[src/rtl/seq_div16.sv]
// seq_div16: iterative signed restoring divider, one quotient bit per clock, Start/Busy/Done handshake
module seq_div16 #(
  parameter int WIDTH = 16
) (
  input  logic             clk,
  input  logic             rst_n,
  input  logic             Start,
  input  logic [WIDTH-1:0] A,
  input  logic [WIDTH-1:0] B,
  output logic             Busy,
  output logic             Done,
  output logic [WIDTH-1:0] Q,
  output logic [WIDTH-1:0] R,
  output logic             DivZero,
  output logic             Ovf
);
  localparam int CW = $clog2(WIDTH);
  localparam logic [CW-1:0] LAST = CW'(WIDTH - 1);
  localparam logic [1:0] S_IDLE = 2'd0, S_DIV = 2'd1, S_FIX = 2'd2, S_DONE = 2'd3;
  logic [1:0] state;
  logic [WIDTH-1:0] p, dvd, dvs, a_abs, b_abs;
  logic [WIDTH:0] p_sh, t;
  logic [CW-1:0] cnt;
  logic sign_q, sign_r, accept, b_zero, ovf_case;
  always_comb begin
    p_sh = {p, dvd[WIDTH-1]};
    t = p_sh - {1'b0, dvs};
    a_abs = A[WIDTH-1] ? -A : A;
    b_abs = B[WIDTH-1] ? -B : B;
    accept = Start && (state == S_IDLE || state == S_DONE);
    b_zero = B == '0;
    ovf_case = A == {1'b1, {(WIDTH-1){1'b0}}} && &B;
    Busy = state == S_DIV || state == S_FIX;
    Done = state == S_DONE;
  end
  always_ff @(posedge clk or negedge rst_n) begin
    if (!rst_n) begin
      state <= S_IDLE;
      p <= '0;
      dvd <= '0;
      dvs <= '0;
      cnt <= '0;
      sign_q <= 1'b0;
      sign_r <= 1'b0;
      Q <= '0;
      R <= '0;
      DivZero <= 1'b0;
      Ovf <= 1'b0;
    end else if (accept) begin
      sign_q <= A[WIDTH-1] ^ B[WIDTH-1];
      sign_r <= A[WIDTH-1];
      dvd <= a_abs;
      dvs <= b_abs;
      p <= '0;
      cnt <= '0;
      state <= (b_zero || ovf_case) ? S_DONE : S_DIV;
      if (b_zero) begin
        Q <= '1;
        R <= A;
        DivZero <= 1'b1;
        Ovf <= 1'b0;
      end else if (ovf_case) begin
        Q <= A;
        R <= '0;
        DivZero <= 1'b0;
        Ovf <= 1'b1;
      end
    end else begin
      case (state)
        S_DIV: begin
          // a non-negative trial difference means the divisor fits: keep it and set the quotient bit
          p <= t[WIDTH] ? p_sh[WIDTH-1:0] : t[WIDTH-1:0];
          dvd <= {dvd[WIDTH-2:0], ~t[WIDTH]};
          cnt <= cnt + 1'b1;
          state <= (cnt == LAST) ? S_FIX : S_DIV;
        end
        S_FIX: begin
          Q <= sign_q ? -dvd : dvd;
          R <= sign_r ? -p : p;
          DivZero <= 1'b0;
          Ovf <= 1'b0;
          state <= S_DONE;
        end
        default: state <= S_IDLE;
      endcase
    end
  end
endmodule
[config.mk]
export PLATFORM = sky130hd
export DESIGN_NAME = seq_div16
export DESIGN_NICKNAME = d
export VERILOG_FILES = /design/src/rtl/seq_div16.sv
export SDC_FILE = /design/constraint.sdc
export NUM_CORES = 1
export LEC_CHECK = 0
export BUFFER_PORTS_ARGS = -buffer_cell sky130_fd_sc_hd__buf_2
export CAP_MARGIN = 20
export CORE_AREA = 2 2 160 162
export CTS_CLUSTER_SIZE = 14
export DETAILED_ROUTE_END_ITERATION = 10
export DIE_AREA = 0 0 162 164
export PLACE_DENSITY_LB_ADDON = 0.08
export SKIP_LAST_GASP = 1
export SYNTH_ARGS = -nofsm -noshare
export SYNTH_HDL_FRONTEND = slang
export SYNTH_SLANG_ARGS = --single-unit
[constraint.sdc]
create_clock -name clk -period 2.5 [get_ports clk]
set_clock_uncertainty 0.05 [all_clocks]
set_input_delay 0.25 -clock clk [delete_from_list [all_inputs] [get_ports clk]]
set_output_delay 0.25 -clock clk [all_outputs]
set_load 0.01 [all_outputs]
# == After elaboration in Yosys (flattened, before gate mapping) ==
# Index checks and enable logic that the tools add are counted.
# W data, S select, Z words.
# word_totals
reg_bits,90
word_cells,66
mem_bits_ro,0
input_bits,35
latch_bits,0
ramBits,0
output_inout_bits,36
mem_count,0
# classes
bitwise_logic,2
n_eq_ne,6
magnitude_cmp,0
n_shift,0
mux,30
n_reduce_logical,11
n_addsub,6
div_mod_pow,0
mul,0
# ops
cell,n
$mux W16,17
$neg A16 Y16,4
$sub A17 B16 Y17,1
$eq A16 B16 Y1 const B,1
$logic_not A16 Y1,1
$reduce_and A16 Y1,1
$mux W4,2
$mux W1,7
$mux W2,3
$add A4 B1 Y4 const B,1
$eq A2 B2 Y1 const B,2
$eq A4 B4 Y1 const B,1
$pmux W2 S2,1
$reduce_bool A2 Y1,2
$logic_or A1 B1 Y1,3
$ne A3 B1 Y1 const B,1
$eq A2 B1 Y1 const B,1
$logic_and A1 B1 Y1,2
$logic_not A2 Y1,1
$reduce_and A2 Y1,1
$not A1 Y1,1
$xor A1 B1 Y1,1

# == Logic depth before layout (Yosys ltp) ==
# Gate-level depths: netlist of the first run.
# depth
word_depth,5
ltp_mapped,12
mapped_depth_nobuf,10

# == Least setup slack after synthesis of the first run ==
# Ideal clock, no wire load.
# synth_path
kind,flip-flop to flip-flop
from,register dvd[15]
to,register p[10]
setup_ps,137
period_less_slack_ps,2771
slack_ps,-271
path_stages_with_launch,13
arrival_ps,2584
path_cell_list,dfrtp_1 -> inv_1 -> ha_1 -> fa_1 -> nand2b_1 -> a21o_1 -> a31o_2 -> o21ai_0 -> o211a_1 -> buf_2 -> buf_2 -> mux2i_1 -> a21oi_1
# synth_via
elab_chain_len,4
# synth_lines
item,line_no,source
start: declaration,21,"logic [WIDTH-1:0] p, dvd, dvs, a_abs, b_abs;"
start signal: assignment,52,dvd <= a_abs;
start signal: assignment,73,"dvd <= {dvd[WIDTH-2:0], ~t[WIDTH]};"
$sub A17 B16 Y17,27,"t = p_sh - {1'b0, dvs};"
$mux W16,72,p <= t[WIDTH] ? p_sh[WIDTH-1:0] : t[WIDTH-1:0];
$mux W16,69,case (state)
$mux W16,49,end else if (accept) begin
end signal: assignment,72,
end: declaration,21,
# No other way between the ends. The select of a mux whose other input is x is not followed.
# A chain may end at the register's enable or synchronous reset.

# == Worst setup path in the final report of the first run ==
# layout_path
from,register dvs[0]
to,register p[11]
# layout_via
elab_chain_len,4
# layout_lines
item,line_no,source
start: declaration,21,
start signal: assignment,53,dvs <= b_abs;
$sub A17 B16 Y17,27,
$mux W16,72,
$mux W16,69,
$mux W16,49,
# No other way between the ends. The select of a mux whose other input is x is not followed.

==> results of run 1 <==
registers in the layout (all words and copies together), names as in the netlist:
| signal | count |
|---|---|
| Ovf | 1 |
| state | 2 |
| sign_q | 1 |
| p | 16 |
| DivZero | 1 |
| sign_r | 1 |
| dvd | 16 |
| Q | 16 |
| R | 16 |
| dvs | 16 |
| cnt | 4 |
cell families (layout without fill, tap and decap cells):
logic type,count (synthesis),after routing,synth area share (%)
XOR/XNOR,72,72,10.3
buffers and inverters,78,195,5.50
AO/OA/AOI/OAI,212,212,21.8
multiplexers,29,29,4.73
flip-flops,90,90,36.7
AND/OR/NAND/NOR,196,196,15.6
adder cells (fa/ha/maj),26,26,5.42
final cells by class:
class                      instances  area, um2
clock buffer                      10        229
clock inverter                     6       66.3
fill                            2701      17100
inverter                          37        139
multi-input combinational        535       3590
sequential                        90       2250
tap                              330        413
timing repair buffer             142       1000
cells in the final DEF, fill, tap and decap left out, types with 17 or more instances in the layout:
cell type                 count
sky130_fd_sc_hd__inv_1       36
sky130_fd_sc_hd__o31ai_1     20
sky130_fd_sc_hd__nor2_1      58
sky130_fd_sc_hd__xnor2_1     49
sky130_fd_sc_hd__mux2i_1     29
sky130_fd_sc_hd__nand2_1     68
sky130_fd_sc_hd__buf_4       62
sky130_fd_sc_hd__dfrtp_1     90
sky130_fd_sc_hd__buf_2       69
sky130_fd_sc_hd__ha_1        23
sky130_fd_sc_hd__o21ai_0     69
sky130_fd_sc_hd__a21oi_1     43
sky130_fd_sc_hd__xor2_1      23
sky130_fd_sc_hd__a21oi_2     17
routing by layer:
layer,vias up,share of wire (%),track usage (%)
met3,17,3.7,1.54
met2,123,43,23.3
met1,2611,51,22.6
met4,0,1.8,4.91
li1,2736,-,-
met5,-,0,0
critical path: stages (launching register included):
cell and delay, ps:
sky130_fd_sc_hd__dfrtp_1 410, sky130_fd_sc_hd__ha_4 170, sky130_fd_sc_hd__fa_2 340, sky130_fd_sc_hd__nand2b_4 150, sky130_fd_sc_hd__a21o_1 190, sky130_fd_sc_hd__a31o_4 230, sky130_fd_sc_hd__o21a_1 180, sky130_fd_sc_hd__o211a_1 250
sky130_fd_sc_hd__buf_6 140, sky130_fd_sc_hd__mux2i_1 110, sky130_fd_sc_hd__a211oi_1 250
power by group:
part / leakage (nW) / switching (mW) / internal (mW)
clock network: 0.135 / 0.625 / 0.778
registers: 1.15 / 0.455 / 1.87
logic: 2.10 / 3.18 / 2.52
total: 3.39 / 4.26 / 5.16
how the worst min path moves through the flow:
stage / slack (ps) / startpoint / cells after the start / endpoint
finish: 200 / B[13] / 3 / dvs[13]$_DFFE_PN0P_
global route: 230 / B[13] / 3 / dvs[13]$_DFFE_PN0P_
CTS: 180 / B[13] / 3 / dvs[13]$_DFFE_PN0P_
detailed placement: 290 / rst_n / 1 / dvs[6]$_DFFE_PN0P_
global placement: 280 / rst_n / 1 / dvs[5]$_DFFE_PN0P_
floorplan: -100 / rst_n / 0 / DivZero$_DFFE_PN0P_
per-stage QoR:
| step | TNS, ps | util, % | instance area [um2] | total power [mW] |
|---|---|---|---|---|
| floorplan | -144 | - | 6190 | 6.24 |
| global placement | -3100 | 29.7 | 7370 | 7.93 |
| detailed placement | -4840 | 29.7 | 7370 | 8.00 |
| CTS | -219 | 31.0 | 7690 | 9.51 |
| global route | -1820 | 31.0 | 7690 | 10.3 |
| finish | -239 | 31.0 | 7690 | 9.43 |
what timing repair did:
item	in CTS	in global routing
buffers inserted	1	0
endpoints found under the setup margin	14	40
resized for setup	2	2
endpoints found under the hold margin	41	0
pin swaps	4	1
hold buffers	1	0
==> metrics.md, run 1 <==
| Metric | Value |
|---|---|
| Number of iterations in the first detailed-routing pass | `4` |
| Largest net degree at the start of global routing | `between 60 and 70` |
| Total global routing track utilization | `between 10% and 20%` |
| Antenna violations before repair | `0` |
| Power per cell area | `roughly 1200 nW/um2` |
| Max Cap Viol | `0` |
| Commonest cells in the netlist | `sky130_fd_sc_hd__dfrtp_1, sky130_fd_sc_hd__o21ai_0, sky130_fd_sc_hd__nand2_1` |
| Number of synthesized flops with an enable pin | `0` |
| ANT cells | `0` |
| Mapped cell area | `roughly 6100 um2` |
| Seq/Total Area, Yosys | `between 30% and 40%` |
| Maximum VDD drop | `~0.00038 V` |
| Die Span Y | `164 um` |
| FFs w/ async S/R, synth | `100%` |
| Leakage power figure | `roughly 3.4 nW` |
| Share of layout cells above drive strength 1 | `23.3%` |
| Most area-consuming cells after synthesis | `sky130_fd_sc_hd__dfrtp_1, sky130_fd_sc_hd__xnor2_1, sky130_fd_sc_hd__o21ai_0` |
| Final #Nets | `~880` |
| Number of nets still failing antenna checks after routing | `0` |
| Drt total wl | `between 15000 and 20000 um` |
| Via density per instance | `4.77` |
| Rows | `58` |
| Gate count of the mapped netlist | `703` |
| Most common cell in the synthesized netlist | `sky130_fd_sc_hd__dfrtp_1` |
| Arrival time of the worst setup path | `approximately 2800 ps` |
| Count of cell types in the netlist | `56` |
| Number of input and output port buffers inserted | `70` |
| Synth warnings | `0` |
| Top FF cell, synth | `sky130_fd_sc_hd__dfrtp_1` |
| Violation count after the first detailed-route iteration | `between 300 and 400` |
| Final critical delay including setup and external delays | `approximately 2600 ps` |
| Effective utilization at floorplan | `roughly 25%` |
| Max Slew Vio Count | `0` |
| Clock latency at the later pin of the worst-skew pair | `350 ps` |
| Die area | `around 27000 um2` |
| Failing checks | `negative setup slack` |
| Type of element capturing the critical path | `flip-flop` |
| Number of buffers between clock root and the deepest sink | `2` |
| Startpoint of the most critical register-to-register path | `dvs[0]$_DFFE_PN0P_` |
| Setup repair after global routing missed its margin | `true` |
| CTS tree | `yes` |
| Setup crit start | `dvs[0]$_DFFE_PN0P_` |
| Smallest hold slack | `approximately 200 ps` |
| Dpl ws | `-146 ps` |
| Hold crit path type | `input pin to flip-flop` |
| Drt wl/cell | `17.0 um` |
| Total count of hold-check failures in the final report | `0` |
| Cell taking the most area after synthesis | `sky130_fd_sc_hd__dfrtp_1` |
| Top Ports | `between 70 and 80` |
| Highest fanout seen on the critical path | `4` |
| Critical Path RT | `2700 ps` |
| Total half-perimeter wirelength after legalization and detailed placement | `around 15000 um` |
| First-pass GRT wire length | `31600 um` |
| Via count | `around 5500` |
| Die X-Extent | `162 um` |
| Synth-to-Final Area Change | `25.4%` |
| Number of clock sinks seen by CTS | `90` |
| Deepest level of the CTS H-tree | `3` |
| Maximum clock rate | `approximately 390 MHz` |
| Placed insts | `approximately 1100` |
| Setup slack of the most critical reg-to-reg path | `-60 ps` |
| Run status | `complete, but fails checks` |
| Area share of the largest cell type after synthesis | `a little under two fifths` |
| Number of global-route vias before repair | `5630` |
| Global-route congestion overflow total | `0` |
| Relative max-transition margin | `a little over half` |
| CP Class | `flip-flop to flip-flop` |
| Reg-to-reg endpoint | `p[11]$_DFFE_PN0P_` |
| Logic depth of the worst register-to-register path | `10` |
| Slew @ Worst Pin | `678 ps` |
| Critical path startpoint category | `flip-flop` |
| Clock root buffer master | `sky130_fd_sc_hd__clkbuf_16` |
| Final weighted congestion in routability-driven placement | `between 0.7 and 0.8` |
| Mean instance size in the synthesized netlist | `a little under 9 um2` |
| Count of unresolved DRC violations after routing | `0` |
| Core region area | `between 20000 and 25000 um2` |
| Cts bufs inserted | `9` |
| Post-Layout Cell Count | `1150` |
| Tcrit/Tclk final | `102%` |
| Worst Slack Setup Final | `-58.1 ps` |
| Clk slew on worst S/H paths | `70 ps` |
| Net Count, Synth | `764` |
| Count of final setup violators | `10` |
| Last element of the critical path | `p[11]$_DFFE_PN0P_` |
| FF+latch count, synth | `90` |
(Power assumes the default switching activity.)
==> run 2: changes to the inputs <==
--- a/config.mk
+++ b/config.mk
@@ -16,3 +16,4 @@
 export SYNTH_ARGS = -nofsm -noshare
 export SYNTH_HDL_FRONTEND = slang
 export SYNTH_SLANG_ARGS = --single-unit
+export TNS_END_PERCENT = 20
==> metrics.md, run 2 (same netlist as run 1, synthesis figures left out) <==
| Metric | Value |
|---|---|
| Run status | `complete, but fails checks` |
| Failing checks | `negative setup slack` |
| Count of unresolved DRC violations after routing | `0 (unchanged)` |
| Number of nets still failing antenna checks after routing | `0 (unchanged)` |
| CP Class | `flip-flop to flip-flop` |
| Largest stage delay on the critical path | `370 ps (-40 ps)` |
| Global-route congestion overflow total | `0 (unchanged)` |
| Logic depth of the worst register-to-register path | `11 (+1)` |
| Top Ports | `71 (unchanged)` |
| Via density per instance | `4.73 (-0.80%)` |
| Total global routing track utilization | `15.1% (-0.21 points)` |
| Maximum VDD drop | `0.000363 V (-3.7%)` |
| Critical Path RT | `2710 ps (about the same)` |
| Synth-to-Final Area Change | `26.5%` |
| Max Slew Vio Count | `0 (unchanged)` |
| Finished Core Util | `31.3% (+0.29 points)` |
| Number of cells on the worst hold path | `3 (unchanged)` |
| Final #Nets | `884 (+0.91%)` |
| Hold crit path type | `input pin to flip-flop` |
| Number of global-route vias before repair | `5477 (-2.7%)` |
| Final critical delay including setup and external delays | `2540 ps (-21.6 ps)` |
| Total length of routed met2 wires | `8150 um (-4.1%)` |
| End point of the most critical hold path | `dvs[13]$_DFFE_PN0P_` |
| Placed cell areas | `7380 um2 (+0.17%)` |
| Number of buffers between clock root and the deepest sink | `2 (unchanged)` |
| Number of iterations in the first detailed-routing pass | `5 (+1)` |
| Antenna violations before repair | `0 (unchanged)` |
| Placed insts | `1137 (+0.44%)` |
| Die area | `26600 um2 (unchanged)` |
| Type of element capturing the critical path | `flip-flop` |
| Clock latency at the later pin of the worst-skew pair | `350 ps (about the same)` |
| Drt total wl | `19200 um (-1.7%)` |
| Post-layout instance area | `7770 um2 (+0.93%)` |
| Tcrit/Tclk final | `101% (-0.86 points)` |
| Number of clock sinks seen by CTS | `90 (unchanged)` |
| Clock root buffer master | `sky130_fd_sc_hd__clkbuf_16` |
| Largest net degree at the start of global routing | `41 (-33%)` |
| Count of fill cells added during filler insertion | `2678 (-0.85%)` |
| Most frequent cells in the layout | `sky130_fd_sc_hd__dfrtp_1, sky130_fd_sc_hd__buf_4, sky130_fd_sc_hd__o21ai_0, sky130_fd_sc_hd__buf_2, sky130_fd_sc_hd__nand2_1` |
| Dpl ws | `-197 ps (-50.6 ps)` |
| Cts bufs inserted | `9 (unchanged)` |
| Deepest level of the CTS H-tree | `3 (unchanged)` |
| Total half-perimeter wirelength after legalization and detailed placement | `14900 um (-1.6%)` |
| Maximum clock rate | `394 MHz (+0.85%)` |
| Setup repair after global routing missed its margin | `true` |
| Highest fanout seen on the critical path | `4 (unchanged)` |
| Core region area | `24800 um2 (unchanged)` |
| Worst path cell trace | `inv_2 > ha_4 > fa_2 > nand2b_4 > a21o_1 > a31o_4 > o21a_1 > o211a_1 > buf_4 > mux2i_1 > a211oi_1` |
| Max Cap Viol | `0 (unchanged)` |
| CTS tree | `yes` |
| Most frequent standard cell in the layout excluding fill and tap cells | `sky130_fd_sc_hd__dfrtp_1` |
| Drt wl/cell | `16.6 um (-2.3%)` |
| Detailed-routing wirelength on met1 | `9950 um (-0.30%)` |
| Total count of hold-check failures in the final report | `0 (unchanged)` |
| Violation count after the first detailed-route iteration | `265 (-33%)` |
| Via count | `5476 (-0.20%)` |
| Crit path max-delay cell type | `sky130_fd_sc_hd__dfrtp_1` |
| Arrival time of the worst setup path | `2740 ps (-20 ps)` |
| Setup TNS | `-88.5 ps (+150 ps)` |
| Die X-Extent | `162 um (unchanged)` |
| Relative max-transition margin | `62.7% (+7.9 points)` |
| Power per cell area | `1230 nW/um2 (+0.53%)` |
| Rows | `58 (unchanged)` |
| Met3 wire len | `661 um (-9.0%)` |
| Start point of the worst hold path | `B[13]` |
| Effective utilization at floorplan | `24.7% (unchanged)` |
| Startpoint of the most critical register-to-register path | `dvd[15]$_DFFE_PN0P_` |
| Final Power | `9.56 mW (+1.5%)` |
| Uppermost signal routing layer after detailed routing | `met4` |
| Number of input and output port buffers inserted | `70 (unchanged)` |
| Die Span Y | `164 um (unchanged)` |
| Critical path startpoint category | `flip-flop` |
| Count of final setup violators | `3 (-7)` |
| Clk slew on worst S/H paths | `70 ps (about the same)` |
| First-pass GRT wire length | `31000 um (-1.8%)` |
| Slew @ Worst Pin | `560 ps (-119 ps)` |
| Share of layout cells above drive strength 1 | `24.5% (+1.3 points)` |
| Final weighted congestion in routability-driven placement | `0.787 (-0.58%)` |
| Smallest hold slack | `188 ps (-7.41 ps)` |
| Leakage power figure | `3.43 nW (+1.3%)` |
| Setup slack of the most critical reg-to-reg path | `-40 ps (+20 ps)` |
| Worst Slack Setup Final | `-36.5 ps (+21.6 ps)` |
| Reg-to-reg endpoint | `p[11]$_DFFE_PN0P_` |
| Post-Layout Cell Count | `1157 (+0.61%)` |
| ANT cells | `0 (unchanged)` |
-- run 2: what timing repair did --
item                       in CTS  in global routing
hold buffers                    1                  0
gates resized for setup         0                  8
setup endpoints to repair      16                 18
hold endpoints to repair       32                  0
cloned                          0                  0
pin swaps                       3                  3
buffers inserted                2                  2
-- run 2: worst max path at each step --
stage	to	slack (ps)	start
after floorplan	p[0]$_DFFE_PN0P_	-20	dvd[15]$_DFFE_PN0P_
after global placement	R[0]$_DFFE_PN0P_	-110	B[0]
after detailed placement	R[4]$_DFFE_PN0P_	-200	B[0]
after CTS	p[12]$_DFFE_PN0P_	-70	dvd[15]$_DFFE_PN0P_
after global routing	p[11]$_DFFE_PN0P_	-180	dvd[15]$_DFFE_PN0P_
final	p[11]$_DFFE_PN0P_	-40	dvd[15]$_DFFE_PN0P_
-- run 2: final cells by class --
type	count	area (um2)	area share, %
multi-input combinational	535	3620	46.6
tap	330	413	5.32
timing repair buffer	150	1030	13.3
clock buffer	10	229	2.95
sequential	90	2250	29.0
clock inverter	5	80.1	1.03
inverter	37	139	1.79
-- run 2: layer usage --
| metal | track usage, % | vias up |
|---|---|---|
| met3 | 1.82 | 20 |
| met4 | 5.83 | 0 |
| met1 | 22.0 | 2595 |
| met5 | 0 | - |
| li1 | - | 2740 |
| met2 | 22.7 | 121 |
-- run 2: power breakdown --
group / internal, mW / switching (mW)
sequential: 1.87 / 0.461
clock: 0.871 / 0.610
combinational: 2.60 / 3.16
total: 5.34 / 4.23
-- run 2: worst max-delay path, delay by kind of cell, from the launching register on --
| kind | cells | cell delay [ps] |
|---|---|---|
| AO/OA/AOI/OAI | 5 | 1030 |
| adder cells (fa/ha/maj) | 2 | 520 |
| flip-flops | 1 | 370 |
| buffers and inverters | 2 | 220 |
| AND/OR/NAND/NOR | 1 | 150 |
| multiplexers | 1 | 110 |
==> run 3: changes to the inputs <==
--- a/config.mk
+++ b/config.mk
@@ -11,6 +11,7 @@
 export CTS_CLUSTER_SIZE = 14
 export DETAILED_ROUTE_END_ITERATION = 10
 export DIE_AREA = 0 0 162 164
+export MAX_ROUTING_LAYER = met4
 export PLACE_DENSITY_LB_ADDON = 0.08
 export SKIP_LAST_GASP = 1
 export SYNTH_ARGS = -nofsm -noshare
==> metrics.md, run 3 (same netlist as run 1, synthesis figures left out) <==
| Metric | Value |
|---|---|
| Run status | `complete, but fails checks` |
| Failing checks | `negative setup slack` |
| CTS tree | `yes` |
| Leakage power figure | `3.43 nW (unchanged)` |
| Via count | `5467 (-0.16%)` |
| Tcrit/Tclk final | `102% (about the same)` |
| Critical path startpoint category | `flip-flop` |
| Clock root buffer master | `sky130_fd_sc_hd__clkbuf_16` |
| Worst path buffer plus inverter count | `2 (unchanged)` |
| Via density per instance | `4.73 (-0.16%)` |
| Total half-perimeter wirelength after legalization and detailed placement | `14900 um (unchanged)` |
| Worst path cell trace | `inv_2 > ha_4 > fa_2 > nand2b_4 > a21o_1 > a31o_4 > o21a_1 > o211a_1 > buf_4 > mux2i_1 > a211oi_1` |
| Arrival time of the worst setup path | `2740 ps (about the same)` |
| Critical Path RT | `2700 ps (about the same)` |
| Dpl ws | `-197 ps (unchanged)` |
| Reg-to-reg endpoint | `p[11]$_DFFE_PN0P_` |
| Most frequent standard cell in the layout excluding fill and tap cells | `sky130_fd_sc_hd__dfrtp_1` |
| Setup repair after global routing missed its margin | `true` |
| Maximum VDD drop | `0.000365 V (+0.45%)` |
| Max Cap Viol | `0 (unchanged)` |
| Relative max-transition margin | `62.9% (+0.25 points)` |
| Total global routing track utilization | `15.5% (+0.41 points)` |
| Number of iterations in the first detailed-routing pass | `4 (-1)` |
| Number of nets still failing antenna checks after routing | `0 (unchanged)` |
| Die Span Y | `164 um (unchanged)` |
| CP Class | `flip-flop to flip-flop` |
| First-pass GRT wire length | `30900 um (-0.18%)` |
| Count of unresolved DRC violations after routing | `0 (unchanged)` |
| Maximum clock rate | `394 MHz (about the same)` |
| Core region area | `24800 um2 (unchanged)` |
| Logic depth of the worst register-to-register path | `11 (unchanged)` |
| Final critical delay including setup and external delays | `2540 ps (+1.43 ps)` |
| Number of cells on the worst hold path | `3 (unchanged)` |
| Final #Nets | `884 (unchanged)` |
| Most frequent cells in the layout | `sky130_fd_sc_hd__dfrtp_1, sky130_fd_sc_hd__buf_4, sky130_fd_sc_hd__o21ai_0, sky130_fd_sc_hd__buf_2, sky130_fd_sc_hd__nand2_1` |
| Deepest level of the CTS H-tree | `3 (unchanged)` |
| Number of buffers between clock root and the deepest sink | `2 (unchanged)` |
| Count of fill cells added during filler insertion | `2678 (unchanged)` |
| Top Ports | `71 (unchanged)` |
| Antenna violations before repair | `0 (unchanged)` |
| Number of clock sinks seen by CTS | `90 (unchanged)` |
| Violation count after the first detailed-route iteration | `288 (+8.7%)` |
| End point of the most critical hold path | `dvs[13]$_DFFE_PN0P_` |
| Drt total wl | `19200 um (-0.18%)` |
| Global-route congestion overflow total | `0 (unchanged)` |
| Worst Slack Setup Final | `-38.0 ps (-1.43 ps)` |
| Type of element capturing the critical path | `flip-flop` |
| Rows | `58 (unchanged)` |
| Highest fanout seen on the critical path | `4 (unchanged)` |
| Synth-to-Final Area Change | `26.5% (unchanged)` |
| Total count of hold-check failures in the final report | `0 (unchanged)` |
| Die X-Extent | `162 um (unchanged)` |
| Startpoint of the most critical register-to-register path | `dvd[15]$_DFFE_PN0P_` |
| ANT cells | `0 (unchanged)` |
| Setup TNS | `-89.3 ps (-0.764 ps)` |
| Largest stage delay on the critical path | `370 ps (about the same)` |
| Die area | `26600 um2 (unchanged)` |
| Clock latency at the later pin of the worst-skew pair | `350 ps (about the same)` |
| Count of final setup violators | `3 (unchanged)` |
| Crit path max-delay cell type | `sky130_fd_sc_hd__dfrtp_1` |
| Number of input and output port buffers inserted | `70 (unchanged)` |
| Slew @ Worst Pin | `556 ps (-3.79 ps)` |
| Hold crit path type | `input pin to flip-flop` |
| Clk slew on worst S/H paths | `70 ps (about the same)` |
| Start point of the worst hold path | `B[13]` |
| Effective utilization at floorplan | `24.7% (unchanged)` |
| Largest net degree at the start of global routing | `41 (unchanged)` |
| Cts bufs inserted | `9 (unchanged)` |
| Drt wl/cell | `16.6 um (-0.18%)` |
| Family with the most delay on the worst path | `compound AO/OA/AOI/OAI gates` |
| Power per cell area | `1230 nW/um2 (about the same)` |
| Number of global-route vias before repair | `5491 (+0.26%)` |
| Max Slew Vio Count | `0 (unchanged)` |
| Share of layout cells above drive strength 1 | `24.5% (unchanged)` |
| Final weighted congestion in routability-driven placement | `0.799 (+1.5%)` |
| Setup slack of the most critical reg-to-reg path | `-40 ps (about the same)` |
run 3: cell counts in the layout (fill, tap and decap cells not counted):
Identical to the previous run, type by type.
run 3: stage by stage:
stage | cell area (um2) | std cells | power (mW) | hold slack [ps] | util [%]
after floorplan | 6190 | 703 | 6.24 | -95.6 | -
after global placement | 7380 | 1137 | 7.97 | 211 | 29.7
after detailed placement | 7380 | 1137 | 7.97 | 219 | 29.7
after CTS | 7710 | 1155 | 9.53 | 175 | 31.1
after global routing | 7770 | 1157 | 10.4 | 199 | 31.3
final | 7770 | 1157 | 9.57 | 188 | 31.3
run 3: cell type report:
class | instances | area [um2] | share of cell area, %
clock inverter | 5 | 80.1 | 1.03
timing repair buffer | 150 | 1030 | 13.3
tap | 330 | 413 | 5.32
inverter | 37 | 139 | 1.79
multi-input combinational | 535 | 3620 | 46.6
clock buffer | 10 | 229 | 2.95
sequential | 90 | 2250 | 29.0
run 3: report_power, final:
group          internal, mW  switching [mW]
Combinational          2.60            3.16
Sequential             1.87           0.461
Clock                 0.871           0.614
run 3: how the worst max path moves through the flow:
stage,from,endpoint,depth (start not counted)
floorplan,dvd[15]$_DFFE_PN0P_,p[0]$_DFFE_PN0P_,12
global placement,B[0],R[0]$_DFFE_PN0P_,12
detailed placement,B[0],R[4]$_DFFE_PN0P_,12
CTS,dvd[15]$_DFFE_PN0P_,p[12]$_DFFE_PN0P_,11
global route,dvd[15]$_DFFE_PN0P_,p[11]$_DFFE_PN0P_,11
finish,dvd[15]$_DFFE_PN0P_,p[11]$_DFFE_PN0P_,11
run 3: metal layers:
layer,part of all wire (%),track usage [%]
met2,42,22.7
met1,52,21.9
met3,3.8,1.74
met4,2.5,5.83
met5,0,-
run 3: tightest hold or removal path, delay by kind of cell:
kind / cells / cell delay, ps
buffers and inverters: 1 / 120
XOR/XNOR: 1 / 70
AO/OA/AOI/OAI: 1 / 100
run 3: timing repair:
action                                  CTS  global route
pin swaps                                 3             3
setup buffers                             2             2
gates resized for setup                   0             8
endpoints found under the setup margin   16            18
hold buffers                              1             0
endpoints found under the hold margin    32             0
gates cloned                              0             0
